<file path="src/rtl/shared_reg_rr_arbiter_if.sv">
// Bundle of request/data/clear inputs and grant/register outputs for the
// shared-register round-robin arbiter. The requester side drives the master
// modport; the arbiter uses the slave modport.
interface shared_reg_rr_arbiter_if #(
  parameter int NREQ    = 4,
  parameter int WIDTH   = 8,
  parameter int COUNT_W = 8
);
  localparam int IDX_W = (NREQ > 1) ? $clog2(NREQ) : 1;

  logic [NREQ-1:0]       req;
  logic [NREQ*WIDTH-1:0] wdata;
  logic                  clr;
  logic [NREQ-1:0]       gnt;
  logic [WIDTH-1:0]      q;
  logic                  q_valid;
  logic [IDX_W-1:0]      owner;
  logic [COUNT_W-1:0]    wr_count;

  modport master (
    output req, wdata, clr,
    input  gnt, q, q_valid, owner, wr_count
  );

  modport slave (
    input  req, wdata, clr,
    output gnt, q, q_valid, owner, wr_count
  );
endinterface

</file>
<file path="src/rtl/shared_reg_rr_arbiter.sv">
// Round-robin arbiter and write sequencer for one shared holding register.
// One requester is granted for a single cycle; its data is captured at the
// edge that closes the grant, and it then drops to lowest priority.
//
// state | meaning
// IDLE  | searching req from ptr upward (wrapping); registers one-hot gnt on a hit
// GRANT | gnt high for this one cycle; closing edge writes q (unless clr) and advances ptr
module shared_reg_rr_arbiter #(
  parameter int NREQ    = 4,
  parameter int WIDTH   = 8,
  parameter int COUNT_W = 8
) (
  input  logic                    clk,
  input  logic                    reset,
  shared_reg_rr_arbiter_if.slave  bus
);
  localparam int IDX_W = (NREQ > 1) ? $clog2(NREQ) : 1;

  typedef enum logic {IDLE = 1'b0, GRANT = 1'b1} state_t;

  state_t             state_q, state_d;
  logic [NREQ-1:0]    gnt_q, gnt_d;
  logic [WIDTH-1:0]   q_q, q_d;
  logic               q_valid_q, q_valid_d;
  logic [IDX_W-1:0]   owner_q, owner_d;
  logic [IDX_W-1:0]   ptr_q, ptr_d;
  logic [IDX_W-1:0]   winner_q, winner_d;
  logic [COUNT_W-1:0] wr_count_q, wr_count_d;

  logic               pick_found;
  logic [IDX_W-1:0]   pick_idx;
  logic [WIDTH-1:0]   win_data;

  // Requester index at offset off above base, wrapping at NREQ (NREQ need not be a power of two).
  function automatic logic [IDX_W-1:0] rr_idx(input logic [IDX_W-1:0] base, input int unsigned off);
    int unsigned sum;
    sum = 32'(base) + off;
    return IDX_W'(sum % NREQ);
  endfunction

  // Round-robin search: first set request at or above ptr, with wrap-around.
  always_comb begin
    pick_found = 1'b0;
    pick_idx   = '0;
    for (int unsigned k = 0; k < NREQ; k++) begin
      if (!pick_found && bus.req[rr_idx(ptr_q, k)]) begin
        pick_found = 1'b1;
        pick_idx   = rr_idx(ptr_q, k);
      end
    end
  end

  // Select the latched winner's data slice.
  always_comb begin
    win_data = '0;
    for (int i = 0; i < NREQ; i++) begin
      if (IDX_W'(i) == winner_q) begin
        win_data = bus.wdata[i*WIDTH +: WIDTH];
      end
    end
  end

  // State register and all datapath flops; reset has priority over clr.
  always_ff @(posedge clk) begin
    if (!reset) begin
      state_q    <= IDLE;
      gnt_q      <= '0;
      q_q        <= '0;
      q_valid_q  <= 1'b0;
      owner_q    <= '0;
      ptr_q      <= '0;
      winner_q   <= '0;
      wr_count_q <= '0;
    end else begin
      state_q    <= state_d;
      gnt_q      <= gnt_d;
      q_q        <= q_d;
      q_valid_q  <= q_valid_d;
      owner_q    <= owner_d;
      ptr_q      <= ptr_d;
      winner_q   <= winner_d;
      wr_count_q <= wr_count_d;
    end
  end

  // Next-state logic: a grant always lasts exactly one cycle.
  always_comb begin
    state_d = state_q;
    case (state_q)
      IDLE:    if (pick_found) state_d = GRANT;
      GRANT:   state_d = IDLE;
      default: state_d = IDLE;
    endcase
  end

  // Output/datapath logic: grant in IDLE, commit the write when GRANT closes.
  always_comb begin
    gnt_d      = '0;
    q_d        = q_q;
    q_valid_d  = q_valid_q;
    owner_d    = owner_q;
    ptr_d      = ptr_q;
    winner_d   = winner_q;
    wr_count_d = wr_count_q;
    case (state_q)
      IDLE: begin
        if (pick_found) begin
          gnt_d    = NREQ'(1) << pick_idx;
          winner_d = pick_idx;
        end
      end
      GRANT: begin
        // ptr advances even when clr discards the write, so fairness is preserved.
        ptr_d = (winner_q == IDX_W'(NREQ - 1)) ? '0 : winner_q + IDX_W'(1);
        if (!bus.clr) begin
          q_d        = win_data;
          q_valid_d  = 1'b1;
          owner_d    = winner_q;
          wr_count_d = wr_count_q + COUNT_W'(1);
        end
      end
      default: ;
    endcase
    if (bus.clr) begin
      q_d       = '0;
      q_valid_d = 1'b0;
    end
  end

  assign bus.gnt      = gnt_q;
  assign bus.q        = q_q;
  assign bus.q_valid  = q_valid_q;
  assign bus.owner    = owner_q;
  assign bus.wr_count = wr_count_q;

endmodule

</file>
<file path="src/flat_wrapper.sv">
// flat-port wrapper written by rule: the top's interface ports become plain ports
module shared_reg_rr_arbiter_flat 
#(
  parameter int NREQ    = 4,
  parameter int WIDTH   = 8,
  parameter int COUNT_W = 8
)
  (clk, reset, bus_req, bus_wdata, bus_clr, bus_gnt, bus_q, bus_q_valid, bus_owner, bus_wr_count);
  shared_reg_rr_arbiter_if #(.NREQ(NREQ), .WIDTH(WIDTH), .COUNT_W(COUNT_W)) bus_i ();
  input  logic clk;
  input  logic reset;
  input wire logic [$bits(bus_i.req)-1:0] bus_req;
  input wire logic [$bits(bus_i.wdata)-1:0] bus_wdata;
  input wire logic [$bits(bus_i.clr)-1:0] bus_clr;
  output wire logic [$bits(bus_i.gnt)-1:0] bus_gnt;
  output wire logic [$bits(bus_i.q)-1:0] bus_q;
  output wire logic [$bits(bus_i.q_valid)-1:0] bus_q_valid;
  output wire logic [$bits(bus_i.owner)-1:0] bus_owner;
  output wire logic [$bits(bus_i.wr_count)-1:0] bus_wr_count;
  assign bus_i.req = bus_req;
  assign bus_i.wdata = bus_wdata;
  assign bus_i.clr = bus_clr;
  assign bus_gnt = bus_i.gnt;
  assign bus_q = bus_i.q;
  assign bus_q_valid = bus_i.q_valid;
  assign bus_owner = bus_i.owner;
  assign bus_wr_count = bus_i.wr_count;
  shared_reg_rr_arbiter #(.NREQ(NREQ), .WIDTH(WIDTH), .COUNT_W(COUNT_W)) u_core (.clk(clk), .reset(reset), .bus(bus_i));
endmodule
</file>
<file path="config.mk">
export PLATFORM = sky130hd
export DESIGN_NAME = shared_reg_rr_arbiter_flat
export DESIGN_NICKNAME = d
export VERILOG_FILES = /design/src/rtl/shared_reg_rr_arbiter_if.sv /design/src/rtl/shared_reg_rr_arbiter.sv /design/src/flat_wrapper.sv
export SDC_FILE = /design/constraint.sdc
export NUM_CORES = 1
export LEC_CHECK = 0
export CELL_PAD_IN_SITES_DETAIL_PLACEMENT = 1
export CELL_PAD_IN_SITES_GLOBAL_PLACEMENT = 1
export CORE_ASPECT_RATIO = 0.6
export CORE_MARGIN = 2
export CORE_UTILIZATION = 27
export CTS_CLUSTER_SIZE = 8
export DETAILED_ROUTE_END_ITERATION = 10
export GPL_TIMING_DRIVEN = 0
export PLACE_DENSITY_LB_ADDON = 0.1
export SKIP_LAST_GASP = 1
export SLEW_MARGIN = 30
export SYNTH_ARGS = -nofsm -noshare
export SYNTH_HDL_FRONTEND = slang
export SYNTH_SLANG_ARGS = --single-unit
</file>
<file path="constraint.sdc">
create_clock -name clk -period 1.6 [get_ports clk]
set_clock_uncertainty 0.05 [all_clocks]
set_input_delay 0.16 -clock clk [delete_from_list [all_inputs] [get_ports clk]]
set_output_delay 0.16 -clock clk [all_outputs]
set_load 0.03 [all_outputs]
</file>
==> impl_metrics.ini <==
[run_status]
status = finished, violations left
violations_in_the_final_reports = setup timing

[worst_setup_path]
cp_data_arrival_time_ps = 1720
worstPathRequired_ps = 1710
timing.critical_path.slowest_cell_delay_ps = 370
crit_path_cell_trace = inv_2 -> ha_2 -> nor2b_4 -> buf_6 -> a221oi_4 -> o311a_1 -> nor3_2
path_max_fanout = 4
cp-start-kind = flop
timing.critical_path.buf_inv = 2
critPathTopFamily = compound AO/OA/AOI/OAI gates
cell_with_the_biggest_individual_delay_on_the_critical_path = sky130_fd_sc_hd__dfxtp_4
crit_type = flop to flop
worstSetupEndpointType = flop

[synthesis]
syn-instance-count = 157
synth.cell_area_um2 = 1440
synth.yosys.seq_area_share_pct = 39.0
syn-num-nets = 201
ys.warnings.count = 0
postSynthAreaPerCell_um2 = 9.15
ys_ff_latch = 28
number_of_library_cell_types_mapped_by_synthesis = 33

[global_routing]
grt-busiest-layer = met2
track_usage_pct = 16.6
grt_use_met3_pct = 3.46
grt_first_pass_wirelength_um = 7650
globalRouteOverflowTotal = 0
via_count_of_the_first_global_routing_pass = 1454
use_met1_pct = 22.8
grt_start_max_net_pins = 17
initial_antenna_violation_count = 0
globalRouteMet2Util_pct = 28.4

[power_and_ir_drop]
power.density_cell_area_nw_per_um2 = 809
power.leakage_nw = 0.954
fin_total_pwr_mw = 1.95
ir_drop_mv = 0.506

[floorplan]
die_w_um = 98.2
design.die.area_um2 = 5940
row_count = 20
area_inside_the_core_boundary_um2 = 5100
num_io_pins = 62
initial_core_util_pct = 28.1
dieHeight_um = 60.5

[timing]
clock.fmax_ghz = 0.619
fin_crit_ps = 1610
hold_violations = 0
totalNegativeSetupSlack_ps = -20.6
tightest_slew_ps = 563
finalCritPeriodShare_pct = 101
rsz_0062_raised_after_global_routing = yes
finalWorstSetupSlack_ps = -14.6
max-slew-margin-rel_pct = 62.5
setup_violations = 2
drv_slew = 0

[finish]
layout_commonest_cell = sky130_fd_sc_hd__clkdlybuf4s50_1
finalNetCount = 272
most-common-layout-cells = sky130_fd_sc_hd__clkdlybuf4s50_1, sky130_fd_sc_hd__dfxtp_1, sky130_fd_sc_hd__nor2b_1
fraction_of_final_layout_cells_sized_beyond_drive_strength_1_pct = 17.6
antennaDiodeCount = 0
final_cells = 293
n_fill_cell = 578
syn2layout_area_growth_pct = 67.5

[worst_hold_path]
timing.hold.worst.class = flop to flop

[placed_design]
dpl.hpwl_um = 3560
buffer_ports.inserted = 61
gp_congestion = 0.762
place_inst = 284

[clocking]
max-clock-path-buffers = 2
skew_pair_late_insertion_delay_ps = 280
clock-root-buffer = sky130_fd_sc_hd__clkbuf_8
numClockSinks = 28
clk_pin_slew_ps = 110
tritoncts.num_buffers = 3
cts_max_level = 1
holdBufCountCts = 0
cts_tree = built

[drt]
routed-via-count = 1443
finalWirelength_um = 4880
dr.first_iter.drc_count = 59
vias_per_cell = 4.92
drt.antenna.violating_nets = 0
drt_drc_violations_left = 0
drt_first_pass_iters = 4
detail_route.wl_per_cell_um = 16.7

[run]
max_cap_viol_count = 0
## synthesized netlist by cell type (all sizes together)
| library cell | count | area [um^2] |
|---|---|---|
| dfxtp | 28 | 561 |
| nor2b | 17 | 114 |
| nand2 | 14 | 52.6 |
| nor2 | 13 | 48.8 |
| nor3 | 9 | 70.1 |
| a221oi | 7 | 73.8 |
| and2 | 7 | 43.8 |
| o311a | 7 | 70.1 |
| buf | 6 | 35.0 |
| xnor2 | 6 | 52.6 |
| ha | 5 | 62.6 |
| mux2i | 5 | 50.1 |
| a21oi | 4 | 20.0 |
| inv | 4 | 15.0 |
| nand4 | 4 | 25.0 |
| clkbuf | 3 | 11.3 |
| nand2b | 3 | 18.8 |
| and3 | 2 | 12.5 |
| nor3b | 2 | 15.0 |
| o21ai | 2 | 10.0 |
| o22ai | 2 | 12.5 |
| a211oi | 1 | 7.51 |
| a21o | 1 | 7.51 |
| a22oi | 1 | 7.51 |
| nand3 | 1 | 5.00 |
| o211a | 1 | 10.0 |
| o32ai | 1 | 16.3 |
| xor2 | 1 | 8.76 |
## sequential cells by signal, indices dropped and copies added, names as in the netlist
| signal | count |
|---|---|
| u_core.state_q | 1 |
| u_core.winner_q | 2 |
| u_core.bus.owner | 2 |
| u_core.ptr_q | 2 |
| u_core.bus.wr_count | 8 |
| u_core.bus.gnt | 4 |
| u_core.bus.q | 8 |
| u_core.bus.q_valid | 1 |
## final timing paths
kind	depth (start not counted)	slack [ps]	end	from
worst max register to register	7	-10	u_core.bus.q[1]$_SDFFE_PP0P_	u_core.winner_q[1]$_SDFFE_PN0P_
worst min-delay path	2	430	u_core.bus.q_valid$_SDFFE_PP0P_	u_core.bus.q_valid$_SDFFE_PP0P_
worst max-delay path	7	-10	u_core.bus.q[1]$_SDFFE_PP0P_	u_core.winner_q[1]$_SDFFE_PN0P_
worst min register to register	2	430	u_core.bus.q_valid$_SDFFE_PP0P_	u_core.bus.q_valid$_SDFFE_PP0P_
## worst register-to-register path, delay by kind of cell, from the launching register on
family,cells,cell delay (ps)
buffers and inverters,2,200
AND/OR/NAND/NOR,2,120
AO/OA/AOI/OAI,2,510
adder cells (fa/ha/maj),1,240
flip-flops,1,370
## metal layers
metal	vias up	wire (um)	part of all wire (%)
li1	699	-	-
met2	31	2330	48
met3	2	168	3.4
met4	0	14	0.29
met5	-	0	0
met1	711	2370	48
## cells by family after synthesis
logic type               share of synthesized area [%]
AO/OA/AOI/OAI                                     16.4
buffers and inverters                             4.27
adder cells (fa/ha/maj)                           4.36
flip-flops                                        39.0
multiplexers                                      3.48
AND/OR/NAND/NOR                                   28.2
XOR/XNOR                                          4.27
## report_power, final
part	switching [mW]	internal, mW	total, mW
clock network	0.233	0.335	0.568
registers	0.0279	0.730	0.758
logic	0.296	0.325	0.620
## metrics by stage
stage / util (%) / worst slack, ps / area (um^2) / hold WS (ps)
after CTS: 46.3 / -3.05 / 2370 / 434
after detailed placement: 41.7 / -295 / 2130 / 412
after global routing: 47.1 / -80.0 / 2410 / 471
after floorplan: - / 3.94 / 1440 / 238
final: 47.1 / -14.6 / 2410 / 430
after global placement: 41.7 / -248 / 2130 / 401
## repair_timing
action                                  CTS  global route
resized for setup                        28            10
pin swaps                                18             1
hold endpoints to repair                  0             0
endpoints found under the setup margin   11            11
buffers inserted                          6             0
## final cells by class
type	count	area [um^2]	share of cell area [%]
multi-input cells	116	938	39.0
repair buffers	67	684	28.4
flip-flops and latches	28	568	23.6
well taps	66	82.6	3.43
plain buffers	8	46.3	1.92
clock buffers	3	41.3	1.72
clock inverters	1	30.0	1.25
inverters	4	15.0	0.624
No activity file was read; power rests on OpenSTA's default activity.
